[src/rtl/disp_pkg.sv]
// Shared definitions for the display pattern generator: pattern mode
// encodings and the colour-bar palette.
package disp_pkg;

    typedef enum logic [1:0] {
        PAT_BARS   = 2'd0,
        PAT_GRID   = 2'd1,
        PAT_GRAD   = 2'd2,
        PAT_SCROLL = 2'd3
    } pat_mode_t;

    localparam logic [23:0] COL_WHITE   = 24'hFFFFFF;
    localparam logic [23:0] COL_YELLOW  = 24'hFFFF00;
    localparam logic [23:0] COL_CYAN    = 24'h00FFFF;
    localparam logic [23:0] COL_GREEN   = 24'h00FF00;
    localparam logic [23:0] COL_MAGENTA = 24'hFF00FF;
    localparam logic [23:0] COL_RED     = 24'hFF0000;
    localparam logic [23:0] COL_BLUE    = 24'h0000FF;
    localparam logic [23:0] COL_BLACK   = 24'h000000;

    // Bar order, left to right: classic SMPTE-style descending luminance.
    localparam logic [23:0] BAR_RGB [8] = '{
        COL_WHITE, COL_YELLOW, COL_CYAN, COL_GREEN,
        COL_MAGENTA, COL_RED, COL_BLUE, COL_BLACK
    };

endpackage

[src/rtl/disp_colorbar.sv]
// Combinational lookup from bar index to 24-bit RGB colour.
module disp_colorbar (
    input  logic [2:0]  bar_idx,
    output logic [23:0] rgb
);
    import disp_pkg::*;

    // Plain palette lookup; no state.
    always_comb begin
        rgb = BAR_RGB[bar_idx];
    end

endmodule

[src/rtl/disp_patgen.sv]
// Test-pattern generator sitting behind an external video timing generator.
// Timing signals pass through a two-register pipeline; the colour is computed
// from stage-0 state so RGB lines up with the delayed timing outputs.
module disp_patgen #(
    parameter logic [15:0] HOR_ADDR = 16'd640,
    parameter logic [15:0] VER_ADDR = 16'd480,
    parameter logic [15:0] BAR_W    = 16'd80
) (
    input  logic       CLK,
    input  logic       RST_N,
    input  logic       HSYNC_N_IN,
    input  logic       VSYNC_N_IN,
    input  logic       BLANK_N_IN,
    input  logic [1:0] MODE,
    output logic       HSYNC_N,
    output logic       VSYNC_N,
    output logic       BLANK_N,
    output logic [7:0] R,
    output logic [7:0] G,
    output logic [7:0] B,
    output logic       FRAME_START
);
    import disp_pkg::*;

    logic        hs_s0_reg, vs_s0_reg, bl_s0_reg;
    logic [1:0]  mode_s0_reg;
    logic [11:0] x_reg, y_reg;
    logic [15:0] bar_cnt_reg;
    logic [2:0]  bar_idx_reg;
    logic [7:0]  frame_reg;
    pat_mode_t   mode_reg;
    logic        vs_fall, bl_fall;
    logic [23:0] bar_rgb, pix_rgb;
    logic [11:0] scroll_sum;

    // The output-stage timing registers hold the previous stage-0 value,
    // so they double as the "last cycle" reference for edge detection.
    assign vs_fall = VSYNC_N & ~vs_s0_reg;
    assign bl_fall = BLANK_N & ~bl_s0_reg;

    // Stage 0: register every input once.
    always_ff @(posedge CLK or negedge RST_N) begin
        if (!RST_N) begin
            hs_s0_reg   <= 1'b0;
            vs_s0_reg   <= 1'b0;
            bl_s0_reg   <= 1'b0;
            mode_s0_reg <= 2'd0;
        end else begin
            hs_s0_reg   <= HSYNC_N_IN;
            vs_s0_reg   <= VSYNC_N_IN;
            bl_s0_reg   <= BLANK_N_IN;
            mode_s0_reg <= MODE;
        end
    end

    // Horizontal position and bar tracking; both restart on every blank.
    always_ff @(posedge CLK or negedge RST_N) begin
        if (!RST_N) begin
            x_reg       <= 12'd0;
            bar_cnt_reg <= 16'd0;
            bar_idx_reg <= 3'd0;
        end else if (!bl_s0_reg) begin
            x_reg       <= 12'd0;
            bar_cnt_reg <= 16'd0;
            bar_idx_reg <= 3'd0;
        end else begin
            if (x_reg != 12'hFFF)
                x_reg <= x_reg + 12'd1;
            if (bar_cnt_reg == BAR_W - 16'd1) begin
                bar_cnt_reg <= 16'd0;
                if (bar_idx_reg != 3'd7)
                    bar_idx_reg <= bar_idx_reg + 3'd1;
            end else begin
                bar_cnt_reg <= bar_cnt_reg + 16'd1;
            end
        end
    end

    // Line counter: vsync clear has priority over the end-of-line increment.
    always_ff @(posedge CLK or negedge RST_N) begin
        if (!RST_N)
            y_reg <= 12'd0;
        else if (vs_fall)
            y_reg <= 12'd0;
        else if (bl_fall && y_reg != 12'hFFF)
            y_reg <= y_reg + 12'd1;
    end

    // Per-frame state: frame number and the pattern latched for this frame.
    always_ff @(posedge CLK or negedge RST_N) begin
        if (!RST_N) begin
            frame_reg <= 8'd0;
            mode_reg  <= PAT_BARS;
        end else if (vs_fall) begin
            frame_reg <= frame_reg + 8'd1;
            mode_reg  <= pat_mode_t'(mode_s0_reg);
        end
    end

    disp_colorbar u_colorbar (
        .bar_idx (bar_idx_reg),
        .rgb     (bar_rgb)
    );

    // Pattern colour for the pixel currently held in stage 0.
    always_comb begin
        pix_rgb    = COL_BLACK;
        scroll_sum = x_reg + {4'd0, frame_reg};
        case (mode_reg)
            PAT_BARS: pix_rgb = bar_rgb;
            PAT_GRID: begin
                if (x_reg[4:0] == 5'd0 || y_reg[4:0] == 5'd0 ||
                    {4'd0, x_reg} == HOR_ADDR - 16'd1 ||
                    {4'd0, y_reg} == VER_ADDR - 16'd1)
                    pix_rgb = COL_WHITE;
            end
            PAT_GRAD:   pix_rgb = {x_reg[7:0], y_reg[7:0], frame_reg};
            PAT_SCROLL: begin
                if (scroll_sum[5] ^ y_reg[5])
                    pix_rgb = COL_WHITE;
            end
            default: pix_rgb = COL_BLACK;
        endcase
    end

    // Stage 1: registered outputs; colour forced black outside active video.
    always_ff @(posedge CLK or negedge RST_N) begin
        if (!RST_N) begin
            HSYNC_N     <= 1'b0;
            VSYNC_N     <= 1'b0;
            BLANK_N     <= 1'b0;
            R           <= 8'd0;
            G           <= 8'd0;
            B           <= 8'd0;
            FRAME_START <= 1'b0;
        end else begin
            HSYNC_N     <= hs_s0_reg;
            VSYNC_N     <= vs_s0_reg;
            BLANK_N     <= bl_s0_reg;
            R           <= bl_s0_reg ? pix_rgb[23:16] : 8'd0;
            G           <= bl_s0_reg ? pix_rgb[15:8]  : 8'd0;
            B           <= bl_s0_reg ? pix_rgb[7:0]   : 8'd0;
            FRAME_START <= vs_fall;
        end
    end

endmodule
[config.mk]
export PLATFORM = sky130hd
export DESIGN_NAME = disp_patgen
export DESIGN_NICKNAME = d
export VERILOG_FILES = /design/src/rtl/disp_pkg.sv /design/src/rtl/disp_colorbar.sv /design/src/rtl/disp_patgen.sv
export SDC_FILE = /design/constraint.sdc
export NUM_CORES = 1
export LEC_CHECK = 0
export ABC_AREA = 1
export CORE_ASPECT_RATIO = 1.4
export CORE_MARGIN = 1.5
export CORE_UTILIZATION = 52
export DETAILED_ROUTE_END_ITERATION = 16
export HOLD_SLACK_MARGIN = 0.12
export PLACE_DENSITY = 0.72
export SYNTH_ARGS = -nofsm -noshare
export SYNTH_HDL_FRONTEND = slang
export SYNTH_HIERARCHICAL = 1
export SYNTH_SLANG_ARGS = --single-unit
[constraint.sdc]
create_clock -name CLK -period 1.8 [get_ports CLK]
set_input_delay 0.18 -clock CLK [delete_from_list [all_inputs] [get_ports CLK]]
set_output_delay 0.18 -clock CLK [all_outputs]
set_load 0.01 [all_outputs]
# Word-level counts from Yosys, hierarchy flattened
# Memory sizes are Yosys's and may differ from the RTL's.
# Index checks and enable logic that the tools add are counted.
# totals
register_bits	86
mem_count	1
rom_bits	192
out_inout_bits	28
elab_cells	69
# memory_table
memory	words	width	rd	rd_ports_with_merged_regs	wr	line	rtl
(name not given)	8	24	1	0	0	disp_colorbar.sv:10	rgb = BAR_RGB[bar_idx];
# op_classes
n_mux	17
bitwise	6
n_eq_ne	12
addsub	6
reduce_logical	9
order_cmp	1
# op_table
operator	count
$mux 24	4
$pmux 24 s4	1
$mux 12	4
$mux 16	2
$add 12x1->12 const B	2
$mux 8	3
$ne 12x12->1 const B	2
$add 16x1->16 const B	1
$eq 16x7->1 const B	1
$eq 12x10->1 const B	1
$eq 12x9->1 const B	1
$logic_not 5->1	2
$mux 3	3
$add 8x1->8 const B	1
$add 6x6->6	1
$ne 2x1->1 const B	3
$eq 2x2->1 const B	2
$ge 4x4->1 const B	1
$not 3->4	1
$add 3x1->3 const B	1
$logic_or 1x1->1	3
$ne 3x3->1 const B	1
$and 1x1->1	2
$eq 2x1->1 const B	1
6 further kinds	7

# Depth between registers and ports, before layout
# depth
ltp_word	7
mapped_depth	13

# Modules after synthesis
# The synthesis kept the hierarchy.
# by_module_without_submodules
mod	seq_area_each_um2	cells_per_inst	area_each_um2	instances
disp_patgen	2152.1	596	4682.0	1
disp_colorbar	0.0	24	168.9	1

# Worst setup path after synthesis
# No wires, ideal clock.
# synth_timing
path_kind	register to register
start	register x_reg[4]
end	register B[6]
setup_time_ns	0.113
stages_incl_launch_ff	13
synth_period_minus_slack_ns	1.604
arrival_ns	1.491
path_slack_ns	0.196
cell_sequence	dfrtp_1 -> ha_1 -> nand2_1 -> nor2_1 -> nand2_1 -> nand3_1 -> nand2_1 -> nand2_1 -> nand2_2 -> buf_6 -> nand3_1 -> nand2_1 -> inv_1
# synth_via
elab_chain_cells	7
word_cells_on_any_way	11
cone_classes	1 x add/sub; 1 x eq/ne; 4 x mux; 1 x bitwise; 4 x reduce/logical
# synth_lines
item	line	rtl
from (decl)	disp_patgen.sv:27	logic [11:0] x_reg, y_reg;
from (signal assigned)	disp_patgen.sv:68	x_reg <= x_reg + 12'd1;
branches (longest 5 deep; another with $add 6x6->6)	--	
$pmux 24 s4 (*)	disp_patgen.sv:109	case (mode_reg)
$mux 8 (*)	disp_patgen.sv:142	B <= bl_s0_reg ? pix_rgb[7:0] : 8'd0;
to (signal assigned)	disp_patgen.sv:142	
to (decl)	disp_patgen.sv:20	output logic [7:0] B,
# Mark *: on every way between the ends.
# A chain may end at the register's enable or synchronous reset.

# Worst setup path after layout
# layout_timing
start	register x_reg[0]
end	register G[7]
# layout_via
elab_chain_cells	7
word_cells_on_any_way	11
cone_classes	1 x add/sub; 1 x eq/ne; 4 x mux; 1 x bitwise; 4 x reduce/logical
# layout_lines
item	line	rtl
branches (longest 5 deep; another with $add 6x6->6)	--	
$pmux 24 s4 (*)	disp_patgen.sv:109	
$mux 8 (*)	disp_patgen.sv:141	G <= bl_s0_reg ? pix_rgb[15:8] : 8'd0;
to (signal assigned)	disp_patgen.sv:141	
to (decl)	disp_patgen.sv:19	output logic [7:0] G,
# Marked as above.

==> results.json <==
{
  "clkLatencyLatePin_ps": 340,
  "start_kind": "flip-flop",
  "ir_drop_v": 0.000665,
  "finalHoldViolCount": 0,
  "antenna_found_initial": 0,
  "fin_nets": 676,
  "syn_nets": 639,
  "core_sq_mm": 0.00903,
  "clockBufferDepth": 2,
  "grt_pass1_wl_um": 17500,
  "syn_inst": 620,
  "ios": 35,
  "clock_sinks": 86,
  "rr_worst_depth": 12,
  "fin_skew_ps": 3.68,
  "cts_root_buf": "clkbuf_16",
  "port_buffers": 34,
  "rows": 41,
  "synth_seq_cells": 86,
  "antenna_cells": 0,
  "grt_max_degree": 47,
  "cts_tree": "yes",
  "clk_pin_slew_worst_paths_ps": 60,
  "grt_pass1_vias": 3918,
  "yosys.cell_types.count": 34,
  "gp_congestion": 0.897,
  "routed_wl_um": 9940,
  "synth_area_sq_mm": 0.00485,
  "overflow": 0,
  "powerDensity_mw_per_mm2": 886,
  "fin_crit_sh_pct": 94.0,
  "required_ps": 2040,
  "async_flop_share_pct": 100,
  "crit_fanout": 16,
  "drc_errors": 0,
  "hpwl_um": 7360,
  "postSynthAreaPerCell_sq_um": 7.82,
  "avgViaCountPerCell": 5.11,
  "worstSetupEndpointType": "flip-flop",
  "htree_levels": 3,
  "hold_path.class": "in2async",
  "dieArea_sq_mm": 0.00993,
  "grt_usage_pct": 21.9,
  "report.final.slew_viol_count": 0,
  "fp.dieH_um": 117,
  "post_synth_most_frequent_cells": "nand2_1 (141), inv_1 (110), dfrtp_1 (86)",
  "status": "completed",
  "power.total_mw": 5.01,
  "ant_nets": 0,
  "cts_inserted_buffers": 9,
  "synth_top_area_cell": "dfrtp_1",
  "synth_most_common_cell": "nand2_1",
  "ff_latch_area_sq_mm": 0.00215,
  "wl_per_cell_um": 12.9,
  "synth_edf_count": 0,
  "maxCapViolCount": 0,
  "vias": 3931,
  "critPathArrivalTime_ps": 1930,
  "tightest_slew_ps": 399,
  "relSlewSlack_pct": 73.2,
  "rsz0062_at_grt": "false",
  "synthFlopType": "dfrtp_1",
  "path_class": "reg2reg",
  "setup_viol": 0,
  "die_x_um": 84.6,
  "fmax_mhz": 591,
  "fin_crit_ps": 1690,
  "synthTopCellsByArea": "dfrtp_1 (44%), nand2_1 (11%), inv_1 (8.5%)",
  "ys_warn_count": 6,
  "yosysSeqAreaShare_pct": 44.4,
  "start_util_pct": 53.7,
  "multiInputGateArea_sq_mm": 0.00203,
  "power_leakage_nw": 3.05,
  "dr.pass1.iters": 5,
  "largest_reg_flops": 16,
  "synth_top_area_share_pct": 44.4,
  "drive_above_1_share_pct": 13.4,
  "fill_cells": 778,
  "synthToLayoutAreaGrowth_pct": 16.6,
  "drtIter0Drc": 202,
  "setup-tns-final_ps": 0
}
-- layout by cell type, fill, tap and decap left out, types with 3 or more instances in the layout --
cell type / Yosys / routed
ha_1: 12 / 11
clkdlybuf4s50_1: 0 / 33
clkbuf_16: 0 / 9
dfrtp_1: 86 / 85
nand3_2: 22 / 22
o21ai_0: 17 / 17
a21oi_1: 35 / 35
nand2_2: 5 / 5
inv_1: 110 / 110
nand3_1: 30 / 30
xnor2_1: 3 / 3
nor3_1: 18 / 18
xor2_1: 7 / 7
clkinv_2: 0 / 3
nor2_1: 57 / 57
buf_4: 22 / 22
buf_12: 0 / 5
nand2_1: 141 / 141
nand4_1: 14 / 14
o21ai_2: 5 / 5
-- where the power goes --
group          switching, mW  internal, mW  total [mW]
registers              0.100          2.09        2.19
clock network          0.759          1.11        1.87
logic                  0.505         0.446       0.951
total                   1.37          3.64        5.01
-- cell families after synthesis --
logic type      synth area share, %
simple gates                   29.3
compound gates                 7.43
buf+inv                        14.0
fa+ha+maj                      3.10
xor+xnor                       1.81
flops                          44.4
-- cell type report --
type | count | share of cell area (%)
clock buffers | 10 | 4.23
clock inverters | 6 | 1.08
inverters | 115 | 7.72
multi-input cells | 384 | 35.8
flip-flops and latches | 86 | 38.1
well taps | 107 | 2.37
repair buffers | 61 | 10.7
-- per-stage QoR --
step / cells / util (%) / worst slack, ps / area (sq um) / hold slack (ps)
after floorplan: 620 / - / 196 / 4850 / -116
after global placement: 751 / 59.0 / 158 / 5330 / 31.4
after detailed placement: 751 / 59.0 / 94.5 / 5330 / 30.9
after CTS: 768 / 62.5 / 79.9 / 5640 / 207
after global routing: 769 / 62.6 / 2.08 / 5660 / 232
final: 769 / 62.6 / 109 / 5660 / 214
-- metal layers --
metal	share of wire [%]	vias up	track usage (%)
li1	-	1994	-
met1	43	1813	26.6
met2	50	99	38.7
met3	3.5	25	3.86
met4	2.6	0	9.14
met5	0	-	0
-- worst paths after layout --
check	end	start	slack, ps
setup / recovery	G[7]	x_reg[0]	110
hold / removal	bar_cnt_reg[15]	RST_N	210
setup reg to reg	G[7]	x_reg[0]	110
hold reg to reg	HSYNC_N	hs_s0_reg	360
max in group asynchronous	x_reg[0]	RST_N	960
min in group CLK	mode_s0_reg[1]	MODE[1]	280
-- critical path, cell delays in order, from the launching register on --
cell and delay (ps):
dfrtp_2 440, ha_1 220, nand2_1 70, inv_1 50, nand2_2 90, clkinv_1 60
nand2_1 70, nand3_1 90, nand2_2 120, buf_12 170, nand3_1 100, nand2_1 60
inv_1 30
-- what timing repair did --
| item | 4_1_cts | 5_1_grt |
|---|---|---|
| resized for setup | 0 | 3 |
| setup endpoints to repair | 0 | 21 |
| endpoints found under the hold margin | 86 | 0 |
| setup buffers | 0 | 1 |
| hold buffers | 1 | 0 |
(Power assumes the default switching activity.)
